`config.mk`:
```
export PLATFORM = sky130hd
export DESIGN_NAME = return_stack_ctrl_flat
export DESIGN_NICKNAME = d
export VERILOG_FILES = /design/src/rtl/rsc_pkg.sv /design/src/rtl/return_stack_ctrl_if.sv /design/src/rtl/rsc_lifo.sv /design/src/rtl/return_stack_ctrl.sv /design/src/flat_wrapper.sv
export SDC_FILE = /design/constraint.sdc
export NUM_CORES = 1
export LEC_CHECK = 0
export CAP_MARGIN = 10
export CORE_MARGIN = 1.5
export CORE_UTILIZATION = 60
export CTS_BUF_LIST = sky130_fd_sc_hd__clkbuf_16
export DETAILED_ROUTE_END_ITERATION = 8
export DONT_BUFFER_PORTS = 1
export GPL_TIMING_DRIVEN = 0
export PLACE_DENSITY = 0.79
export SLEW_MARGIN = 5
export SYNTH_ARGS = -nofsm -noshare
export SYNTH_HDL_FRONTEND = slang
export SYNTH_HIERARCHICAL = 1
export SYNTH_SLANG_ARGS = --single-unit
```
`constraint.sdc`:
```
create_clock -name clk -period 4.75 [get_ports clk]
set_input_delay 0.95 -clock clk [delete_from_list [all_inputs] [get_ports clk]]
set_output_delay 0.95 -clock clk [all_outputs]
set_load 0.02 [all_outputs]
```
`src/rtl/rsc_pkg.sv`:
```
// Shared constants and FSM encoding for the return-address stack controller.
package rsc_pkg;
  localparam int DEF_ADDR_W = 12;

  localparam logic [2:0] BS_SEQ  = 3'b000;
  localparam logic [2:0] BS_SKIP = 3'b001;
  localparam logic [2:0] BS_JMP  = 3'b010;
  localparam logic [2:0] BS_RET  = 3'b011;
  localparam logic [2:0] BS_ISR  = 3'b100;

  typedef enum logic [1:0] {
    IDLE  = 2'd0,
    PEND  = 2'd1,
    INISR = 2'd2
  } rsc_state_e;
endpackage

```
`src/rtl/return_stack_ctrl_if.sv`:
```
// Sequencer-facing bundle of the return stack controller; slave = controller side.
interface return_stack_ctrl_if #(
  parameter int ADDR_W = 12,
  parameter int DEPTH  = 8
);
  localparam int SPW = $clog2(DEPTH) + 1;

  logic              step;
  logic [2:0]        bs;
  logic              call;
  logic              boundary;
  logic [ADDR_W-1:0] pc;
  logic              irq;
  logic              err_clr;
  logic [ADDR_W:0]   stack_addr;
  logic [ADDR_W:0]   isr_addr;
  logic              irq_take;
  logic              int_en;
  logic [SPW-1:0]    sp;
  logic              ovf;
  logic              unf;

  modport master (
    output step, bs, call, boundary, pc, irq, err_clr,
    input  stack_addr, isr_addr, irq_take, int_en, sp, ovf, unf
  );

  modport slave (
    input  step, bs, call, boundary, pc, irq, err_clr,
    output stack_addr, isr_addr, irq_take, int_en, sp, ovf, unf
  );
endinterface

```
`src/rtl/rsc_lifo.sv`:
```
// Return-address LIFO: uncleared register array plus occupancy pointer.
module rsc_lifo #(
  parameter int WIDTH = 13,
  parameter int DEPTH = 8
) (
  input  logic                       clk,
  input  logic                       rst_n,
  input  logic                       push_i,
  input  logic                       pop_i,
  input  logic [WIDTH-1:0]           wdata_i,
  output logic [WIDTH-1:0]           top_o,
  output logic [$clog2(DEPTH):0]     sp_o,
  output logic                       full_o,
  output logic                       empty_o
);
  localparam int AW  = $clog2(DEPTH);
  localparam int SPW = AW + 1;

  logic [WIDTH-1:0] mem_q [DEPTH];
  logic [SPW-1:0]   sp_q, sp_d;
  logic [SPW-1:0]   sp_m1;

  assign full_o  = (sp_q == SPW'(DEPTH));
  assign empty_o = (sp_q == '0);
  assign sp_m1   = sp_q - 1'b1;
  assign top_o   = empty_o ? '0 : mem_q[sp_m1[AW-1:0]];
  assign sp_o    = sp_q;

  always_comb begin
    sp_d = sp_q;
    if (push_i && !full_o)
      sp_d = sp_q + 1'b1;
    else if (pop_i && !empty_o)
      sp_d = sp_m1;
  end

  always_ff @(posedge clk) begin
    if (!rst_n)
      sp_q <= '0;
    else
      sp_q <= sp_d;
  end

  // Storage is never reset: an empty stack hides stale entries behind sp.
  always_ff @(posedge clk) begin
    if (rst_n && push_i && !full_o)
      mem_q[sp_q[AW-1:0]] <= wdata_i;
  end
endmodule

```
`src/rtl/return_stack_ctrl.sv`:
```
// Return-stack and interrupt-entry controller for the microcode sequencer.
// Build option RSC_ERR_STATUS_EN enables sticky ovf/unf flags cleared by err_clr.
module return_stack_ctrl
  import rsc_pkg::*;
#(
  parameter int                   ADDR_W  = DEF_ADDR_W,
  parameter int                   DEPTH   = 8,
  parameter logic [ADDR_W-1:0]    ISR_VEC = 'hF00
) (
  input logic              clk,
  input logic              rst_n,
  return_stack_ctrl_if.slave bus
);
  localparam int SPW = $clog2(DEPTH) + 1;

  rsc_state_e        state_q, state_d;
  logic              int_en_q, int_en_d;
  logic              full, empty;
  logic [ADDR_W:0]   top;
  logic [SPW-1:0]    sp;
  logic [ADDR_W-1:0] pc_inc;
  logic              take, call_req, ret_req, push, pop, flag_pop;

  assign pc_inc   = bus.pc + 1'b1;
  // An interrupt take steals the cycle's single stack slot from call/return.
  assign take     = (state_q == PEND) && int_en_q && bus.boundary && bus.step && !full;
  assign call_req = bus.step && bus.call && (bus.bs == BS_JMP) && !take;
  assign ret_req  = bus.step && (bus.bs == BS_RET) && !take;
  assign push     = take || (call_req && !full);
  assign pop      = ret_req && !empty;
  assign flag_pop = pop && top[ADDR_W];

  rsc_lifo #(
    .WIDTH (ADDR_W + 1),
    .DEPTH (DEPTH)
  ) u_lifo (
    .clk     (clk),
    .rst_n   (rst_n),
    .push_i  (push),
    .pop_i   (pop),
    .wdata_i ({take, pc_inc}),
    .top_o   (top),
    .sp_o    (sp),
    .full_o  (full),
    .empty_o (empty)
  );

  always_comb begin
    state_d  = state_q;
    int_en_d = int_en_q;
    unique case (state_q)
      IDLE:    if (bus.irq) state_d = PEND;
      PEND:    if (take) begin
                 state_d  = INISR;
                 int_en_d = 1'b0;
               end
      INISR:   if (flag_pop) begin
                 state_d  = IDLE;
                 int_en_d = 1'b1;
               end
      default: state_d = IDLE;
    endcase
  end

  always_ff @(posedge clk) begin
    if (!rst_n) begin
      state_q  <= IDLE;
      int_en_q <= 1'b1;
    end else begin
      state_q  <= state_d;
      int_en_q <= int_en_d;
    end
  end

  assign bus.stack_addr = top;
  assign bus.isr_addr   = {1'b0, ISR_VEC};
  assign bus.irq_take   = take;
  assign bus.int_en     = int_en_q;
  assign bus.sp         = sp;

`ifdef RSC_ERR_STATUS_EN
  logic ovf_q, ovf_d, unf_q, unf_d;

  // A same-cycle error event overrides the clear.
  always_comb begin
    ovf_d = ovf_q;
    unf_d = unf_q;
    if (bus.err_clr) begin
      ovf_d = 1'b0;
      unf_d = 1'b0;
    end
    if (call_req && full)  ovf_d = 1'b1;
    if (ret_req && empty)  unf_d = 1'b1;
  end

  always_ff @(posedge clk) begin
    if (!rst_n) begin
      ovf_q <= 1'b0;
      unf_q <= 1'b0;
    end else begin
      ovf_q <= ovf_d;
      unf_q <= unf_d;
    end
  end

  assign bus.ovf = ovf_q;
  assign bus.unf = unf_q;
`else
  logic unused_err_clr;
  assign unused_err_clr = bus.err_clr;
  assign bus.ovf = 1'b0;
  assign bus.unf = 1'b0;
`endif
endmodule

```
`src/flat_wrapper.sv`:
```
// flat-port wrapper written by rule: the top's interface ports become plain ports
module return_stack_ctrl_flat import rsc_pkg::*;
#(
  parameter int                   ADDR_W  = DEF_ADDR_W,
  parameter int                   DEPTH   = 8,
  parameter logic [ADDR_W-1:0]    ISR_VEC = 'hF00
)
  (clk, rst_n, bus_step, bus_bs, bus_call, bus_boundary, bus_pc, bus_irq, bus_err_clr, bus_stack_addr, bus_isr_addr, bus_irq_take, bus_int_en, bus_sp, bus_ovf, bus_unf);
  return_stack_ctrl_if #(.ADDR_W(ADDR_W), .DEPTH(DEPTH)) bus_i ();
  input logic clk;
  input logic rst_n;
  input wire logic [$bits(bus_i.step)-1:0] bus_step;
  input wire logic [$bits(bus_i.bs)-1:0] bus_bs;
  input wire logic [$bits(bus_i.call)-1:0] bus_call;
  input wire logic [$bits(bus_i.boundary)-1:0] bus_boundary;
  input wire logic [$bits(bus_i.pc)-1:0] bus_pc;
  input wire logic [$bits(bus_i.irq)-1:0] bus_irq;
  input wire logic [$bits(bus_i.err_clr)-1:0] bus_err_clr;
  output wire logic [$bits(bus_i.stack_addr)-1:0] bus_stack_addr;
  output wire logic [$bits(bus_i.isr_addr)-1:0] bus_isr_addr;
  output wire logic [$bits(bus_i.irq_take)-1:0] bus_irq_take;
  output wire logic [$bits(bus_i.int_en)-1:0] bus_int_en;
  output wire logic [$bits(bus_i.sp)-1:0] bus_sp;
  output wire logic [$bits(bus_i.ovf)-1:0] bus_ovf;
  output wire logic [$bits(bus_i.unf)-1:0] bus_unf;
  assign bus_i.step = bus_step;
  assign bus_i.bs = bus_bs;
  assign bus_i.call = bus_call;
  assign bus_i.boundary = bus_boundary;
  assign bus_i.pc = bus_pc;
  assign bus_i.irq = bus_irq;
  assign bus_i.err_clr = bus_err_clr;
  assign bus_stack_addr = bus_i.stack_addr;
  assign bus_isr_addr = bus_i.isr_addr;
  assign bus_irq_take = bus_i.irq_take;
  assign bus_int_en = bus_i.int_en;
  assign bus_sp = bus_i.sp;
  assign bus_ovf = bus_i.ovf;
  assign bus_unf = bus_i.unf;
  return_stack_ctrl #(.ADDR_W(ADDR_W), .DEPTH(DEPTH), .ISR_VEC(ISR_VEC)) u_core (.clk(clk), .rst_n(rst_n), .bus(bus_i));
endmodule
```
Word level (Yosys, flattened, before mapping) --
Memory sizes are Yosys's and may differ from the RTL's. Cells that the tools add are included.
Word-level totals: logic and storage cells 53, register bits after elaboration 7, RAM bits 104, output and inout port bits 34, memories 1, input bits 22
Cells by class: add/sub/neg operators 3, reduce and logical (&&, ||, !) cells 26, muxes and demuxes 12, eq/ne operators 8
Memory list:
- u_core.u_lifo.mem_q | depth 8, bits a word 13, read ports 1, clocked after Yosys merged registers in 0, wr ports 1, RTL line rsc_lifo.sv:19 | logic [WIDTH-1:0] mem_q [DEPTH];
Operator list (number):
- $logic_and 1x1->1 | 16
- $mux 13 | 1
- $add 12x1->12 const B | 1
- $mux 4 | 2
- $eq 3x2->1 const B | 2
- $mux 2 | 3
- $pmux 2 s3 | 1
- $reduce_and 3->1 | 2
- $add 4x1->4 const B | 1
- $eq 4x4->1 const B | 1
- $logic_not 4->1 | 1
- $mux 1 | 4
- $ne 2x1->1 const B | 2
- $reduce_bool 2->1 | 2
- $sub 4x1->4 const B | 1
- $logic_not 1->1 | 3
- $eq 2x1->1 const B | 1
- $eq 2x2->1 const B | 1
- $logic_not 2->1 | 1
- $ne 2x2->1 const B | 1
- $pmux 1 s2 | 1
- $logic_or 1x1->1 | 1

Depth between registers and ports, before layout --
Gate-level depths: netlist of run 1.
depth in word-level cells 13, mapped depth 13, depth with buffers taken out 11

Modules after synthesis --
The synthesis of run 1 kept the hierarchy.
By module, submodules not included:
- rsc_lifo | area each 4347.9 µm², sequential area each 3203.1 µm², cells an instance 235, instances 1
- return_stack_ctrl | area each 508.0 µm², sequential area each 60.1 µm², cells an instance 67, instances 1

Least setup slack after synthesis of run 1 --
OpenSTA, ideal clock, no wires.
kind reg-to-reg, from reg u_core.u_lifo.sp_q[0] (netlist: u_core/u_lifo/sp_o[0]), to mem u_core.u_lifo.mem_q[1][0] (enable), stages on the path, launching flop included 12, required time 4350 ps, slack 611 ps, setup time 400 ps, buffers on the path 3, clock period less this slack 4139 ps, arrival time 3739 ps, path through dfxtp_1 > buf_4 > inv_1 > ha_1 > nand3b_1 > inv_1 > clkbuf_1 > nor4_4 > a31o_2 > buf_2 > nand4_1 > nor3_1
On the way: word-level cells in the longest chain between the ends 11
Ends and longest elaborated chain:
- start: declaration | RTL line rsc_lifo.sv:20 | logic [SPW-1:0] sp_q, sp_d;
- start signal: assignment | RTL line rsc_lifo.sv:41 | sp_q <= sp_d;
- $eq 4x4->1 (*) | RTL line rsc_lifo.sv:23 | assign full_o = (sp_q == SPW'(DEPTH));
- named net u_core.full | RTL line return_stack_ctrl.sv:18 | logic full, empty;
- $logic_not 1->1 (*) | RTL line return_stack_ctrl.sv:26 | assign take = (state_q == PEND) && int_en_q && bus.boundary && bus.step && !full;
- $logic_and 1x1->1 (*) | RTL line return_stack_ctrl.sv:26
- named net bus_irq_take | RTL line flat_wrapper.sv:21 | output wire logic [$bits(bus_i.irq_take)-1:0] bus_irq_take;
- $logic_not 1->1 | RTL line return_stack_ctrl.sv:27 | assign call_req = bus.step && bus.call && (bus.bs == BS_JMP) && !take;
- $logic_and 1x1->1 | RTL line return_stack_ctrl.sv:27
- $logic_and 1x1->1 | RTL line return_stack_ctrl.sv:29 | assign push = take || (call_req && !full);
- $logic_or 1x1->1 (*) | RTL line return_stack_ctrl.sv:29
- named net u_core.push | RTL line return_stack_ctrl.sv:22 | logic take, call_req, ret_req, push, pop, flag_pop;
- $logic_and 1x1->1 (*) (2 in series) | RTL line rsc_lifo.sv:46 | if (rst_n && push_i && !full_o)
- $mux 1 (*) | RTL line rsc_lifo.sv:46
- $mux 1 (implied by the code) (*) | RTL line rsc_lifo.sv:47 | mem_q[sp_q[AW-1:0]] <= wdata_i;
- end: declaration | RTL line rsc_lifo.sv:19
Mark *: on every way through the listed nets, which the timed path passes. The rest lies on a longest branch.

Worst setup path in the final report of run 1 --
from reg u_core.u_lifo.sp_q[0] (netlist: u_core/u_lifo/sp_o[0]), to mem u_core.u_lifo.mem_q[4][1] (enable)
The elaborated chain is that of the path after synthesis.

==> summary.txt, run 1 <==
Outcome
  – Status: finished, final reports clean

Setup path
  – CP Capture Type: flop
  – CP Launch Type: flop
  – Setup Crit Path Kind: reg -> reg
  – CP max stage cell: nor4_4
  – Peak fanout along the critical path: 12
  – CP delay by family, top: simple AND/OR/NAND/NOR gates
  – Bufs and invs on worst path: 6
  – Critical Path RT: 4.79 ns
  – CP peak stage delay: 0.66 ns
  – Crit-path cells: buf_4 > inv_1 > ha_1 > nand3b_1 > inv_1 > clkbuf_1 > nor4_4 > a31o_2 > buf_2 > nand4_1 > nor2_1 > buf_4
  – Crit path arrival time: 4.63 ns

Power and ir drop
  – PwrDens: 355 mW/mm2
  – Clock share of power: 36.5%
  – NetSw: 0.426 mW
  – Sw frac: 22.2%
  – Leakage Power: 1.84 nW
  – Worst VDD drop: 0.250 mV
  – Register share of total power: 56.3%
  – Overall Power: 1.92 mW
  – Comb power frac: 7.2%
  – Power Internal: 1.49 mW

Synth
  – Post-synth top area share: 64.3%
  – Syn_area_per_cell: 16.1 um2
  – Post-synthesis instance total: 302
  – YS warnings: 6
  – EDFF count, synth: 104
  – Register area share after synthesis: 67.2%
  – Cell taking the most area after synthesis: edfxtp_1
  – Mapped cell area: 0.00486 mm2
  – Most used flip-flop cell after synthesis: edfxtp_1
  – Flops & latches, synth: 111
  – Asr flop ratio synth: 0%
  – Distinct cells, synth: 44
  – Top cells by area, synth: edfxtp_1, mux4_2, dfxtp_1, o21ai_0, buf_4

Floorplanning
  – # rows: 32
  – Core area: 0.00777 mm2
  – Die Y: 93.0 um
  – Total Die Area: 0.00864 mm2
  – Top-Level Pins: 56
  – Die X: 93.0 um
  – Initial Util: 62.5%

GRT
  – Vias in the first global route: 2,684
  – Pin count of the biggest net entering global routing: 20
  – Total Routing Usage GR: 24.4%
  – Initial antenna violation count: 0
  – Total grt overflow: 0
  – First-pass GRT wire length: 14,800 um

Clocking
  – H-tree depth: 3
  – Post CTS Setup Buffer Count: 0
  – Clk_lat worst skew: 0.34 ns
  – CTS max path bufs: 2
  – Number of CTS-inserted buffers: 9
  – Root buf cell: clkbuf_16
  – Worst-path clk slew: 0.07 ns
  – Clk sink count: 111
  – Hold buffer count at cts: 0
  – TritonCTS clock tree: built

STA
  – Final setup viols: 0
  – Slew Viols, Final: 0
  – Fmax achieved: 218 MHz
  – Tmin final: 4.59 ns
  – Final critical-path share of the clock period: 96.6%
  – Hold_ws: 0.542 ns
  – RSZ-0062 raised after global routing: true
  – Worst-margin pin slew: 0.821 ns
  – Clock skew: 0.00844 ns
  – Final hold viol count: 0
  – Relative slew slack: 45.2%

Drt
  – DR pass1 iterations: 4
  – DRT Wirelength: 9740 um
  – Initial drt markers: 228
  – Total number of vias: 2,728
  – Max layer used: met4
  – Post-route antenna net violation count: 0
  – Metal3 WL: 827 um
  – Avg WL per Cell: 22.1 um
  – Met1 Routed Length: 4050 um
  – DR WL met2: 4730 um
  – DRC viols: 0
  – Via density: 6.19

Final layout
  – Share of layout cells above drive strength 1: 25.4%
  – Nets: 360
  – FF/Latch Area: 0.00326 mm2
  – Fill count: 513
  – Fin util: 69.7%
  – # diodes: 0
  – Area grow syn2layout: 11.4%
  – Area occupied by multi-input gates: 0.00146 mm2

Placed design
  – GP Congestion: 0.766
  – I/O Buffers: 0
  – Detailed placement HPWL: 6410 um

Worst hold path
  – Hold WC Path Type: reg -> reg

Flow run
  – Max Cap Viol: 0
## worst min-delay path, delay by kind of cell, from the launching register on
| family | cells | cell delay, ns |
|---|---|---|
| DFF | 1 | 0.32 |
| and+or+nand+nor | 2 | 0.17 |
## routing by layer
layer	vias to the layer above	GRT usage, %
met5	-	0
met4	0	7.83
met3	12	5.67
met2	143	38.1
met1	1367	34.4
li1	1206	-
## power by group through the flow
stage	sequential, mW	clock [mW]	combinational, mW
2_1_floorplan	1.10	0	0.110
3_3_place_gp	1.10	0	0.132
3_5_place_dp	1.10	0	0.137
4_1_cts	1.08	0.713	0.138
5_1_grt	1.08	0.757	0.149
6_report	1.08	0.701	0.138
## timing repair
action                     4_1_cts  5_1_grt
setup endpoints to repair       16      100
gates cloned                     0        1
resized for setup                0        1
pin swaps                        1        1
## cell usage in the layout (no fill, tap or decap), drive strengths merged, types with 5 or more instances in the layout
cell type / instances
inv: 12
nor3: 6
buf: 30
nand4: 5
nand3: 8
o21ai: 27
conb: 15
nand2: 25
clkbuf: 14
nor2: 13
edfxtp: 104
dfxtp: 7
mux4: 26
xnor2: 6
xor2: 5
## Yosys cell counts (2+ instances only)
cell type and number:
and2_1 3, and3b_1 2, buf_2 6, buf_4 16, clkbuf_1 5, conb_1 2, dfxtp_1 7, edfxtp_1 104
ha_1 3, inv_1 8, mux4_2 26, nand2_1 25, nand2b_1 2, nand3_1 7, nand4_1 4, nor2_1 13
nor3_1 6, o21ai_0 27, o221ai_1 2, xnor2_1 6, xor2_1 5
## area by class of cell
class	instances	share of cell area [%]
plain buffers	27	3.12
clock inverters	6	0.994
flip-flops and latches	111	60.3
repair buffers	8	1.39
multi-input cells	169	27.1
well taps	102	2.36
inverters	9	0.624
clock buffers	9	4.16
## logic make-up after synthesis
logic type / after synthesis / synth area share, %
simple gates: 75 / 8.55
fa+ha+maj: 3 / 0.773
compound gates: 37 / 4.87
xor+xnor: 11 / 1.98
flops: 111 / 67.2
mux: 27 / 12.3
buf+inv: 36 / 4.17
other cells: 2 / 0.155
## stage by stage
step / TNS, ns / cells / worst slack, ns / cell area (um2)
after floorplan: 0 / 315 / 0.611 / 4900
after global placement: -28.11 / 417 / -0.769 / 5030
after detailed placement: -0.211 / 425 / -0.0169 / 5120
after CTS: 0 / 440 / 0.0587 / 5400
after global routing: -6.28 / 441 / -0.179 / 5410
final: 0 / 441 / 0.163 / 5410
## state kept, by name (all words and copies together) (netlist names)
register and cells:
u_core/bus.int_en 1, u_core/state_q 2, u_core/u_lifo/mem_q 104, u_core/u_lifo/sp_o 4
## path summary, 6_finish.rpt
kind / cells past startpoint / end / start / slack, ns
setup reg to reg: 12 / u_core/u_lifo/mem_q[4][1] / u_core/u_lifo/sp_o[0] / 0.16
setup / recovery: 12 / u_core/u_lifo/mem_q[4][1] / u_core/u_lifo/sp_o[0] / 0.16
hold / removal: 2 / u_core/state_q[0] / u_core/state_q[0] / 0.54
hold reg to reg: 2 / u_core/state_q[0] / u_core/state_q[0] / 0.54
No activity file was read; power rests on OpenSTA's default activity.
==> run 2, diff against run 1 <==
--- a/config.mk
+++ b/config.mk
@@ -8,7 +8,6 @@
 export CAP_MARGIN = 10
 export CORE_MARGIN = 1.5
 export CORE_UTILIZATION = 60
-export CTS_BUF_LIST = sky130_fd_sc_hd__clkbuf_16
 export DETAILED_ROUTE_END_ITERATION = 8
 export DONT_BUFFER_PORTS = 1
 export GPL_TIMING_DRIVEN = 0
==> summary.txt, run 2 (synthesized netlist as in run 1, its figures left out) <==
Final layout
  – Commonest non-fill, non-tap cells in the layout: edfxtp_1, o21ai_0, mux4_2, nand2_1, buf_4
  – Area occupied by multi-input gates: 0.00146 mm2
  – Share of layout cells above drive strength 1: 25.1%
  – Fill count: 529
  – FF/Latch Area: 0.00326 mm2
  – Nets: 360
  – Commonest non-fill, non-tap cell in the layout: edfxtp_1
  – Max FFs per register: 104
  – # diodes: 0
  – Finished Layout Cells: 441
  – Area grow syn2layout: 9.30%

STA
  – Relative slew slack: 46.4%
  – Final setup viols: 0
  – Clock skew: 0.0111 ns
  – Tmin final: 4.59 ns
  – Final critical-path share of the clock period: 96.6%
  – Final hold viol count: 0
  – Fmax achieved: 218 MHz
  – Worst-margin pin slew: 0.801 ns
  – Slew Viols, Final: 0
  – RSZ-0062 raised after global routing: true
  – Hold_ws: 0.545 ns

Placed design
  – I/O Buffers: 0
  – Placed Cells incl. Taps: 425
  – Detailed placement HPWL: 6410 um
  – GP Congestion: 0.766

Setup path
  – CP Launch Type: flop
  – FF-to-FF End: u_core/u_lifo/mem_q[7][1]
  – CP Capture Type: flop
  – Reg-to-Reg Start: u_core/u_lifo/sp_o[0]
  – Critical Path RT: 4.82 ns
  – Setup crit end: u_core/u_lifo/mem_q[7][1]
  – Critical path launch point: u_core/u_lifo/sp_o[0]
  – Register-to-Register Path Depth: 12
  – Setup Crit Path Kind: reg -> reg
  – R2r setup slk: 0.16 ns
  – Peak fanout along the critical path: 12
  – Crit path arrival time: 4.66 ns

Drt
  – Total number of vias: 2,667
  – DRT Wirelength: 9630 um
  – DR pass1 iterations: 4
  – Post-route antenna net violation count: 0
  – Via density: 6.05
  – Initial drt markers: 252
  – Avg WL per Cell: 21.8 um
  – DRC viols: 0

GRT
  – Initial antenna violation count: 0
  – Total grt overflow: 0
  – Total Routing Usage GR: 24.0%
  – Vias in the first global route: 2,708
  – Pin count of the biggest net entering global routing: 20
  – First-pass GRT wire length: 14,600 um

Power and ir drop
  – PwrDens: 327 mW/mm2
  – Worst VDD drop: 0.153 mV
  – Leakage Power: 1.80 nW
  – Overall Power: 1.74 mW

Clocking
  – CTS resizes: 0
  – Clk sink count: 111
  – Number of CTS-inserted buffers: 9
  – Worst-path clk slew: 0.11 ns
  – Clk_lat worst skew: 0.37 ns
  – Hold buffer count at cts: 0
  – Root buf cell: clkbuf_8
  – TritonCTS clock tree: built
  – CTS max path bufs: 2
  – Post CTS Setup Buffer Count: 0
  – H-tree depth: 3

Floorplanning
  – Die X: 93.0 um
  – # rows: 32
  – Die Y: 93.0 um
  – Top-Level Pins: 56
  – Core area: 0.00777 mm2
  – Initial Util: 62.5%
  – Total Die Area: 0.00864 mm2

Outcome
  – Status: finished, final reports clean

Flow run
  – Max Cap Viol: 0

Worst hold path
  – Hold WC Path Type: reg -> reg
## run 2: layer usage
metal	share of wire, %	GRT usage [%]	up-vias
met4	1.3	7.45	0
met5	0	0	-
met1	42	33.6	1328
met2	49	38.6	122
li1	-	-	1205
met3	7.4	4.76	12
## run 2: timing repair
item	in CTS	in global routing
endpoints found under the hold margin	0	0
cloned	0	1
endpoints found under the setup margin	23	100
pin swaps	1	1
## run 2: how the worst min path moves through the flow
stage / startpoint / to / slack (ns) / cells past startpoint
finish: u_core/state_q[0] / u_core/state_q[0] / 0.55 / 2
global route: u_core/state_q[0] / u_core/state_q[0] / 0.58 / 2
CTS: u_core/state_q[1] / u_core/state_q[0] / 0.52 / 1
detailed placement: u_core/state_q[1] / u_core/state_q[0] / 0.51 / 1
global placement: u_core/state_q[1] / u_core/state_q[0] / 0.49 / 1
floorplan: u_core/state_q[1] / u_core/state_q[0] / 0.48 / 1
## run 2: layout make-up
type	count	area share, %
plain buffers	27	3.18
multi-input cells	169	27.5
inverters	9	0.636
repair buffers	8	1.41
well taps	102	2.40
clock buffers	9	2.33
flip-flops and latches	111	61.5
clock inverters	6	1.01
## run 2: worst max-delay path, cell delays in order (launching register included)
cell and delay (ns):
dfxtp_1 0.56, buf_4 0.29, inv_1 0.08, ha_1 0.29, nand3b_1 0.26, inv_1 0.16, clkbuf_1 0.38, nor4_4 0.65
a31o_2 0.20, buf_2 0.23, nand4_1 0.24, nor2_1 0.62, buf_4 0.31
## run 2: where the power goes
| group | internal (mW) | total [mW] | switching [mW] |
|---|---|---|---|
| logic | 0.0546 | 0.138 | 0.0832 |
| clock network | 0.198 | 0.519 | 0.320 |
| registers | 1.08 | 1.08 | 0.00479 |
| total | 1.33 | 1.74 | 0.408 |
## run 2: through the flow
step	TNS, ns	util (%)	area (um2)	worst slack [ns]
after floorplan	0	-	4900	0.611
after global placement	-28.11	64.8	5030	-0.769
after detailed placement	-0.211	65.9	5120	-0.0169
after CTS	0	68.2	5300	0.0749
after global routing	-7.23	68.3	5310	-0.185
final	0	68.3	5310	0.162
